**src/rtl/dma_request_issuer.sv**
```systemverilog
// dma_request_issuer: turns one DMA chunk into a 3DW MRd/MWr TLP header,
// tracks read completions and pulses dma_done when the chunk is finished.
// Optional completion timeout: define DMA_CPL_TIMEOUT_EN.
module dma_request_issuer #(
    parameter int unsigned CPL_TIMEOUT_CYCLES = 65535
) (
    input  logic        i_clk,
    input  logic        i_rst,
    input  logic        dma_pending,
    input  logic [31:0] dma_address_host,
    input  logic [31:0] dma_address_device,
    input  logic [9:0]  dma_size,
    input  logic        dma_dir_write,
    output logic        dma_done,
    input  logic [15:0] requester_id,
    output logic        hdr_valid,
    input  logic        hdr_ready,
    output logic [31:0] hdr_dw0,
    output logic [31:0] hdr_dw1,
    output logic [31:0] hdr_dw2,
    input  logic        cpl_valid,
    input  logic [7:0]  cpl_tag,
    input  logic [9:0]  cpl_length_dw,
    input  logic [2:0]  cpl_status,
    output logic [31:0] cpl_wr_address,
    output logic        err,
    output logic [1:0]  err_code,
    output logic        unexp_tag
);

    localparam int unsigned LEN_W = 10;
    localparam int unsigned RCV_W = 11;
    localparam int unsigned TAG_W = 5;
    localparam int unsigned CNT_W = 16;

    localparam logic [1:0] ERR_STATUS  = 2'b01;
    localparam logic [1:0] ERR_ZERO_SZ = 2'b10;
    localparam logic [1:0] ERR_TIMEOUT = 2'b11;

    // The limit has to fit the 16-bit completion-timeout counter
    if (CPL_TIMEOUT_CYCLES == 0 || CPL_TIMEOUT_CYCLES > 65535) begin : g_bad_timeout
        $error("CPL_TIMEOUT_CYCLES must be in 1..65535");
    end

    typedef enum logic [2:0] {
        IDLE,
        HDR,
        WAIT_CPL,
        DONE,
        ERR
    } state_t;

    state_t             state_q, state_d;
    logic [TAG_W-1:0]   tag_q, tag_d;
    logic [TAG_W-1:0]   cur_tag_q, cur_tag_d;
    logic               dir_write_q, dir_write_d;
    logic [LEN_W-1:0]   len_dw_q, len_dw_d;
    logic [31:0]        dev_base_q, dev_base_d;
    logic [RCV_W-1:0]   rcv_dw_q, rcv_dw_d;
    logic               hdr_valid_q, hdr_valid_d;
    logic [31:0]        hdr_dw0_q, hdr_dw0_d;
    logic [31:0]        hdr_dw1_q, hdr_dw1_d;
    logic [31:0]        hdr_dw2_q, hdr_dw2_d;
    logic               dma_done_q, dma_done_d;
    logic               err_q, err_d;
    logic [1:0]         err_code_q, err_code_d;
    logic               unexp_tag_q, unexp_tag_d;

    logic [LEN_W:0]     size_plus3;
    logic [LEN_W-1:0]   new_len_dw;
    logic [3:0]         size_be;
    logic [3:0]         first_be;
    logic [3:0]         last_be;
    logic [2:0]         new_fmt;
    logic               tag_match;
    logic [RCV_W:0]     rcv_sum;

`ifdef DMA_CPL_TIMEOUT_EN
    localparam logic [CNT_W-1:0] TIMEOUT_LAST = CNT_W'(CPL_TIMEOUT_CYCLES - 1);
    logic [CNT_W-1:0]   cnt_q, cnt_d;
`endif

    // Length and byte enables of the chunk offered on the request port
    always_comb begin
        size_plus3 = (LEN_W + 1)'(dma_size) + (LEN_W + 1)'(3);
        new_len_dw = LEN_W'(size_plus3 >> 2);
        case (dma_size[1:0])
            2'b01:   size_be = 4'h1;
            2'b10:   size_be = 4'h3;
            2'b11:   size_be = 4'h7;
            default: size_be = 4'hF;
        endcase
        if (new_len_dw == LEN_W'(1)) begin
            first_be = size_be;
            last_be  = 4'h0;
        end else begin
            first_be = 4'hF;
            last_be  = size_be;
        end
        new_fmt = dma_dir_write ? 3'b010 : 3'b000;
    end

    // Completion matching against the chunk in flight
    always_comb begin
        tag_match = (cpl_tag == {3'b000, cur_tag_q});
        rcv_sum   = (RCV_W + 1)'(rcv_dw_q) + (RCV_W + 1)'(cpl_length_dw);
    end

    // Next-state and registered-output logic
    always_comb begin
        state_d     = state_q;
        tag_d       = tag_q;
        cur_tag_d   = cur_tag_q;
        dir_write_d = dir_write_q;
        len_dw_d    = len_dw_q;
        dev_base_d  = dev_base_q;
        rcv_dw_d    = rcv_dw_q;
        hdr_dw0_d   = hdr_dw0_q;
        hdr_dw1_d   = hdr_dw1_q;
        hdr_dw2_d   = hdr_dw2_q;
        err_code_d  = err_code_q;
        unexp_tag_d = unexp_tag_q;
`ifdef DMA_CPL_TIMEOUT_EN
        cnt_d       = cnt_q;
`endif

        case (state_q)
            IDLE: begin
                if (dma_pending) begin
                    if (dma_size == LEN_W'(0)) begin
                        state_d    = ERR;
                        err_code_d = ERR_ZERO_SZ;
                    end else begin
                        state_d     = HDR;
                        cur_tag_d   = tag_q;
                        dir_write_d = dma_dir_write;
                        len_dw_d    = new_len_dw;
                        dev_base_d  = dma_address_device;
                        rcv_dw_d    = RCV_W'(0);
                        hdr_dw0_d   = {new_fmt, 5'b00000, 14'b0, new_len_dw};
                        hdr_dw1_d   = {requester_id, 3'b000, tag_q, last_be, first_be};
                        hdr_dw2_d   = dma_address_host & 32'hFFFF_FFFC;
                    end
                end
            end
            HDR: begin
                if (hdr_ready) begin
                    tag_d   = tag_q + TAG_W'(1);
                    state_d = dir_write_q ? DONE : WAIT_CPL;
`ifdef DMA_CPL_TIMEOUT_EN
                    cnt_d   = CNT_W'(0);
`endif
                end
            end
            WAIT_CPL: begin
                if (cpl_valid && tag_match) begin
                    if (cpl_status == 3'b000) begin
                        rcv_dw_d = RCV_W'(rcv_sum);
                        if (rcv_sum >= (RCV_W + 1)'(len_dw_q)) begin
                            state_d = DONE;
                        end
                    end else begin
                        state_d    = ERR;
                        err_code_d = ERR_STATUS;
                    end
`ifdef DMA_CPL_TIMEOUT_EN
                    cnt_d = CNT_W'(0);
`endif
                end else begin
                    if (cpl_valid) begin
                        unexp_tag_d = 1'b1;
                    end
`ifdef DMA_CPL_TIMEOUT_EN
                    cnt_d = cnt_q + CNT_W'(1);
                    if (cnt_q == TIMEOUT_LAST) begin
                        state_d    = ERR;
                        err_code_d = ERR_TIMEOUT;
                    end
`endif
                end
            end
            DONE: begin
                state_d = IDLE;
            end
            ERR: begin
                state_d = ERR;
            end
            default: begin
                state_d = IDLE;
            end
        endcase

        hdr_valid_d = (state_d == HDR);
        dma_done_d  = (state_d == DONE);
        err_d       = (state_d == ERR);
    end

    // State and output registers, synchronous active-high reset
    always_ff @(posedge i_clk) begin
        if (i_rst) begin
            state_q     <= IDLE;
            tag_q       <= '0;
            cur_tag_q   <= '0;
            dir_write_q <= 1'b0;
            len_dw_q    <= '0;
            dev_base_q  <= '0;
            rcv_dw_q    <= '0;
            hdr_valid_q <= 1'b0;
            hdr_dw0_q   <= '0;
            hdr_dw1_q   <= '0;
            hdr_dw2_q   <= '0;
            dma_done_q  <= 1'b0;
            err_q       <= 1'b0;
            err_code_q  <= '0;
            unexp_tag_q <= 1'b0;
`ifdef DMA_CPL_TIMEOUT_EN
            cnt_q       <= '0;
`endif
        end else begin
            state_q     <= state_d;
            tag_q       <= tag_d;
            cur_tag_q   <= cur_tag_d;
            dir_write_q <= dir_write_d;
            len_dw_q    <= len_dw_d;
            dev_base_q  <= dev_base_d;
            rcv_dw_q    <= rcv_dw_d;
            hdr_valid_q <= hdr_valid_d;
            hdr_dw0_q   <= hdr_dw0_d;
            hdr_dw1_q   <= hdr_dw1_d;
            hdr_dw2_q   <= hdr_dw2_d;
            dma_done_q  <= dma_done_d;
            err_q       <= err_d;
            err_code_q  <= err_code_d;
            unexp_tag_q <= unexp_tag_d;
`ifdef DMA_CPL_TIMEOUT_EN
            cnt_q       <= cnt_d;
`endif
        end
    end

    assign dma_done       = dma_done_q;
    assign hdr_valid      = hdr_valid_q;
    assign hdr_dw0        = hdr_dw0_q;
    assign hdr_dw1        = hdr_dw1_q;
    assign hdr_dw2        = hdr_dw2_q;
    assign err            = err_q;
    assign err_code       = err_code_q;
    assign unexp_tag      = unexp_tag_q;
    // Payload address for the completion being presented this cycle
    assign cpl_wr_address = dev_base_q + (32'(rcv_dw_q) << 2);

endmodule

```
**config.mk**
```make
export PLATFORM = sky130hd
export DESIGN_NAME = dma_request_issuer
export DESIGN_NICKNAME = d
export VERILOG_FILES = /design/src/rtl/dma_request_issuer.sv
export SDC_FILE = /design/constraint.sdc
export NUM_CORES = 1
export LEC_CHECK = 0
export CORE_UTILIZATION = 35
export CTS_CLUSTER_SIZE = 28
export DETAILED_ROUTE_END_ITERATION = 10
export GPL_TIMING_DRIVEN = 0
export PLACE_DENSITY_LB_ADDON = 0.05
export SKIP_CTS_REPAIR_TIMING = 1
export SLEW_MARGIN = 20
export SYNTH_ARGS = -nofsm -noshare
export SYNTH_HDL_FRONTEND = slang
export SYNTH_SLANG_ARGS = --single-unit
```
**constraint.sdc**
```tcl
create_clock -name i_clk -period 7.95 [get_ports i_clk]
set_clock_uncertainty 0.05 [all_clocks]
set_input_delay 2.385 -clock i_clk [delete_from_list [all_inputs] [get_ports i_clk]]
set_output_delay 2.385 -clock i_clk [all_outputs]
set_load 0.01 [all_outputs]
```
==> results of run 1 <==
state kept, by name, indices dropped and copies added (netlist names):
signal      flops
dev_base_q     32
hdr_dw2        30
hdr_dw1        25
rcv_dw_q       11
len_dw_q        8
tag_q           5
cur_tag_q       4
state_q         3
err_code        2
hdr_dw0         2
dma_done        1
err             1
hdr_valid       1
unexp_tag       1
final timing paths:
kind,start,endpoint,slack (ns),cells past startpoint
max reg2reg,rcv_dw_q[0]$_SDFFE_PP0P_,state_q[0]$_SDFF_PP0_,4.93,12
min,hdr_dw1[21]$_SDFFE_PP0P_,hdr_dw1[21]$_SDFFE_PP0P_,0.40,2
min reg2reg,hdr_dw1[21]$_SDFFE_PP0P_,hdr_dw1[21]$_SDFFE_PP0P_,0.40,2
max,rcv_dw_q[0]$_SDFFE_PP0P_,cpl_wr_address[16],2.15,10
power groups by stage:
stage / logic, mW / clock network, mW / registers (mW)
after detailed placement: 0.355 / 0 / 0.712
final: 0.353 / 0.841 / 0.699
after global placement: 0.354 / 0 / 0.711
after floorplan: 0.161 / 0 / 0.720
after global routing: 0.388 / 0.891 / 0.704
after CTS: 0.356 / 0.858 / 0.699
through the flow:
step,total power [mW],setup WS (ns),std cells,hold WS [ns],utilization
final,1.893,2.154,1345,0.4006,0.5385
after global routing,1.984,2.004,1345,0.4236,0.5385
after CTS,1.914,2.119,1345,0.4039,0.5385
after detailed placement,1.067,2.446,1313,0.3969,0.5035
after global placement,1.065,2.487,1313,0.3917,0.5035
after floorplan,0.8805,3.314,865,0.3867,-
cell families after synthesis:
group	after synthesis
multiplexers	3
XOR/XNOR	47
adder cells (fa/ha/maj)	35
AO/OA/AOI/OAI	210
buffers and inverters	97
flip-flops	126
AND/OR/NAND/NOR	320
other	1
metal layers:
| layer | part of all wire | vias to the layer above | routed length, µm | track usage |
|---|---|---|---|---|
| met3 | 0.071 | 18 | 1433 | 0.08431 |
| met2 | 0.47 | 168 | 9545 | 0.3451 |
| met4 | 0.017 | 0 | 344 | 0.06362 |
| li1 | - | 3349 | - | - |
| met1 | 0.44 | 2939 | 8848 | 0.2570 |
| met5 | 0 | - | 0 | 0 |
Yosys cell counts, types with 3 or more instances:
| library cell | number | area share |
|---|---|---|
| a21oi_1 | 113 | 0.085 |
| ha_1 | 33 | 0.062 |
| a211oi_1 | 17 | 0.019 |
| nand4_1 | 8 | 0.0076 |
| o2111ai_1 | 3 | 0.0040 |
| buf_4 | 30 | 0.034 |
| nand3b_1 | 5 | 0.0057 |
| nand2_1 | 190 | 0.11 |
| nor2b_1 | 3 | 0.0028 |
| dfxtp_1 | 126 | 0.38 |
| o21ai_0 | 20 | 0.015 |
| a31oi_1 | 6 | 0.0057 |
| nand2b_1 | 3 | 0.0028 |
| o21bai_1 | 3 | 0.0034 |
| or3_1 | 3 | 0.0028 |
| clkbuf_1 | 23 | 0.013 |
| or2_2 | 4 | 0.0038 |
| o21a_1 | 6 | 0.0068 |
| nand3_1 | 23 | 0.017 |
| nor2_1 | 45 | 0.026 |
| o211ai_1 | 5 | 0.0057 |
| nor3_1 | 7 | 0.0053 |
| a22o_1 | 9 | 0.012 |
| inv_1 | 24 | 0.014 |
| a21o_1 | 11 | 0.012 |
| xor2_1 | 21 | 0.028 |
| xnor2_1 | 26 | 0.034 |
| buf_2 | 19 | 0.014 |
| and3_1 | 11 | 0.010 |
worst register-to-register path: cells and delay by family, from the launching register on:
| kind | cells | cell delay (ns) |
|---|---|---|
| AOI/OAI and AO/OA | 7 | 1.41 |
| adders and majority gates | 3 | 0.84 |
| DFF | 1 | 0.34 |
| and+or+nand+nor | 1 | 0.10 |
| xor gates and xnor gates | 1 | 0.13 |
area by class of cell:
| class | count | share of cell area |
|---|---|---|
| multi-input combinational | 642 | 0.3757 |
| sequential | 126 | 0.2564 |
| timing repair buffer | 219 | 0.2228 |
| clock buffer | 19 | 0.04604 |
| buffer | 73 | 0.04184 |
| tap | 229 | 0.02912 |
| clock inverter | 13 | 0.01895 |
| inverter | 24 | 0.009157 |
==> flow_summary.toml, run 1 <==
[detailed_routing]
vias_per_cell = 4.813
first_pass_iters = 4
drtIter0Drc = 256
routed_wl_um = 20170
wire_per_inst_um = 15.00
drcViolationCount = 0
vias = 6474
antenna_left = 0

[clock_tree]
clockBufferDepth = 2
clk_pin_slew_ns = 0.06
clock_latency_ns = 0.41
root_buffer = "clkbuf_16"
clock-sinks = 126
cts_tree = "yes"
numCtsBuffers = 17
cts.htree.levels = 4

[layout]
seqCellArea_mm2 = 0.002522
stdcell_area_mm2 = 0.009838
finalNetCount = 1255
mostFrequentLayoutCell = "clkdlybuf4s50_1"
most-common-layout-cells = "219 x clkdlybuf4s50_1, 190 x nand2_1, 126 x dfxtp_1, 113 x a21oi_1, 45 x nor2_1"
multiInputGateArea_mm2 = 0.003696
area.growth.synth_to_final_pct = 48.55
antennaDiodeCount = 0
fillers = 1739
drive_above_1_share = 0.08423

[logic_synthesis]
synth_top_family_by_area = "simple AND/OR/NAND/NOR gates"
syn_area_per_cell_um2 = 7.893
synth-xor-area-share = 0.06216
synth_compound_area_frac = 0.1906
ys.flop_type = "dfxtp_1"
netlist_area_mm2 = 0.006623
synthArstFlopShare = 0
yosys-mux-area-fraction = 0.004723
seq_area_frac_synth = 0.3809
synth-edff-count = 0
synth_seq_cells = 126
syn-instance-count = 839
synthSimpleGateAreaFrac = 0.2169
synthAdderAreaFrac = 0.06839
synth_warnings = 0
synth_cell_type_count = 62

[floorplanning]
start_util = 0.3625
die_area_mm2 = 0.01948
core-area_mm2 = 0.01827
io_pins = 251
core.rowCount = 49
die_h_um = 139.6
fp.dieW_um = 139.6

[timing]
drv_slew = 0
worst_pin_slew_ns = 0.7936
tns_ns = 0
fin_crit_ns = 5.796
slew_headroom = 0.4681
max_freq_mhz = 172.5
hold_viol = 0
fin_crit_sh = 0.7290
setup_viol = 0
rsz0062_at_grt = "false"

[setup_path]
start_kind = "flop"
cp_max_fo = 4
cp-end-kind = "primary output"
path_cells = "ha_1 -> inv_1 -> fa_1 -> nor2b_1 -> o21ai_1 -> a211oi_1 -> or2_2 -> or4b_1 -> o211ai_1 -> clkdlybuf4s50_1"
cp_slowest_stage_delay_ns = 0.58
crit_buf_inv = 2
cpLargestDelayFamily = "simple AND/OR/NAND/NOR gates"
critPathArrivalTime_ns = 3.36
crit_type = "reg -> out"
crit_required_ns = 5.52
crit_path_top_delay_cell = "clkdlybuf4s50_1"

[power]
power_frac_comb = 0.186
irDropWorstVdd_v = 0.0001487
pwr-share-seq = 0.369
p_clk_frac = 0.444
p_int_mw = 1.398
leakage_nw = 3.992
powerDensity_mw_per_mm2 = 192.4
switchingPower_mw = 0.4947
swShare = 0.2614

[placed_design]
placed_area_mm2 = 0.009199
globalplace.congestion = 0.8832
port_buffers = 219
hpwl_um = 15540

[grt]
grt_first_pass_wirelength_um = 32020
grt_start_max_net_pins = 17
antenna_found_initial = 0
grt_use_total = 0.2121
grt_pass1_vias = 6109
grt_overflow = 0

[hold_path]
worstHoldPathType = "reg -> reg"

[job]
drv_cap = 0

[status]
outcome = "finished, final reports clean"
Note: power is estimated with default switching activity, not from simulation.
==> run 2: changes to the inputs <==
clock period = 5.08 ns   (was 7.95 ns; I/O delays follow)
==> flow_summary.toml, run 2 (synthesized netlist as in run 1, its figures left out) <==
[status]
outcome = "finished, final reports clean"

[grt]
grt_overflow = 0
grt_use_total = 0.2121
grt_first_pass_wirelength_um = 32020
antenna_found_initial = 0
grt_pass1_vias = 6109
grt_start_max_net_pins = 17

[timing]
hold_slack_ns = 0.4006
rsz0062_at_grt = "false"
max_freq_mhz = 208.3
slew_headroom = 0.4358
drv_slew = 0
tns_ns = 0
layout_setup_ws_ns = 0.2803
fin_crit_sh = 0.9448
worst_pin_slew_ns = 0.8398
setup_viol = 0
hold_viol = 0
fin_crit_ns = 4.800

[setup_path]
path_cells = "ha_1 -> inv_1 -> fa_1 -> nor2b_1 -> o21ai_2 -> a211oi_1 -> nor2_1 -> a211oi_2 -> xor2_1 -> clkdlybuf4s50_1"
cp-end-kind = "primary output"
cp_max_fo = 6
crit_path_top_delay_cell = "clkdlybuf4s50_1"
start_kind = "flop"
critPathArrivalTime_ns = 3.23
crit_type = "reg -> out"
cp_slowest_stage_delay_ns = 0.56
crit_required_ns = 3.51

[clock_tree]
clock_latency_ns = 0.41
clockBufferDepth = 2
numCtsBuffers = 17
root_buffer = "clkbuf_16"
cts_tree = "yes"
clock-sinks = 126
clk_pin_slew_ns = 0.06
cts.htree.levels = 4

[power]
powerDensity_mw_per_mm2 = 300.6
leakage_nw = 3.993
irDropWorstVdd_v = 0.0002327

[detailed_routing]
vias_per_cell = 4.816
drtIter0Drc = 263
first_pass_iters = 4
wire_per_inst_um = 15.03
routed_wl_um = 20220
drcViolationCount = 0
antenna_left = 0
vias = 6478

[hold_path]
worstHoldPathType = "reg -> reg"

[layout]
largest_reg_flops = 32
fillers = 1737
most-common-layout-cells = "219 x clkdlybuf4s50_1, 190 x nand2_1, 126 x dfxtp_1, 113 x a21oi_1, 45 x nor2_1"
area.growth.synth_to_final_pct = 48.69
mostFrequentLayoutCell = "clkdlybuf4s50_1"
finalNetCount = 1255
largest-register = "dev_base_q"
antennaDiodeCount = 0
drive_above_1_share = 0.08602

[floorplanning]
core.rowCount = 49
core-area_mm2 = 0.01827
start_util = 0.3625
die_h_um = 139.6
die_area_mm2 = 0.01948
fp.dieW_um = 139.6
io_pins = 251

[placed_design]
globalplace.congestion = 0.8832
hpwl_um = 15540
port_buffers = 219
place_ws_ns = 0.4373

[job]
drv_cap = 0
==> run 2: cell counts in the layout (fill, tap and decap cells not counted) <==
Identical to the previous run, type by type.
==> run 2: per-layer routing <==
metal,global-route usage,routed length [µm],vias up
met4,0.06362,346,0
li1,-,-,3348
met5,0,0,-
met3,0.08431,1544,20
met1,0.2570,8804,2919
met2,0.3451,9524,191
==> run 2: stage by stage <==
| stage | std cells | utilization | area (µm²) | total power, mW |
|---|---|---|---|---|
| finish | 1345 | 0.5390 | 9847 | 2.960 |
| detailed placement | 1313 | 0.5035 | 9199 | 1.669 |
| global route | 1345 | 0.5390 | 9847 | 3.105 |
| CTS | 1345 | 0.5385 | 9838 | 2.995 |
| global placement | 1313 | 0.5035 | 9199 | 1.667 |
| floorplan | 865 | - | 6720 | 1.378 |
==> run 2: final cells by class <==
type | instances | area, µm² | area share
multi-input cells | 642 | 3705 | 0.3762
flip-flops and latches | 126 | 2522 | 0.2562
repair buffers | 219 | 2192 | 0.2226
clock buffers | 19 | 452.9 | 0.04600
plain buffers | 73 | 411.6 | 0.04180
well taps | 229 | 286.5 | 0.02910
clock inverters | 13 | 186.4 | 0.01893
inverters | 24 | 90.09 | 0.009149
==> run 2: path summary, 6_finish.rpt <==
kind                            cells past startpoint                        to                startpoint  slack (ns)
worst min-delay path                                2  hdr_dw1[21]$_SDFFE_PP0P_  hdr_dw1[21]$_SDFFE_PP0P_        0.40
worst max-delay path                               10        cpl_wr_address[28]  rcv_dw_q[0]$_SDFFE_PP0P_        0.28
worst max register to register                     12     state_q[0]$_SDFF_PP0_  rcv_dw_q[0]$_SDFFE_PP0P_        2.06
worst min register to register                      2  hdr_dw1[21]$_SDFFE_PP0P_  hdr_dw1[21]$_SDFFE_PP0P_        0.40
==> run 2: critical path, delay by kind of cell (launching register included) <==
family | cells | cell delay (ns)
XOR/XNOR | 1 | 0.20
flip-flops | 1 | 0.38
adder cells (fa/ha/maj) | 2 | 0.59
buffers and inverters | 2 | 0.62
AO/OA/AOI/OAI | 3 | 0.65
AND/OR/NAND/NOR | 2 | 0.37
==> run 2: power breakdown <==
| part | internal (mW) | total (mW) | switching (mW) |
|---|---|---|---|
| combinational | 0.287 | 0.552 | 0.264 |
| sequential | 1.05 | 1.09 | 0.0423 |
| clock | 0.849 | 1.31 | 0.465 |
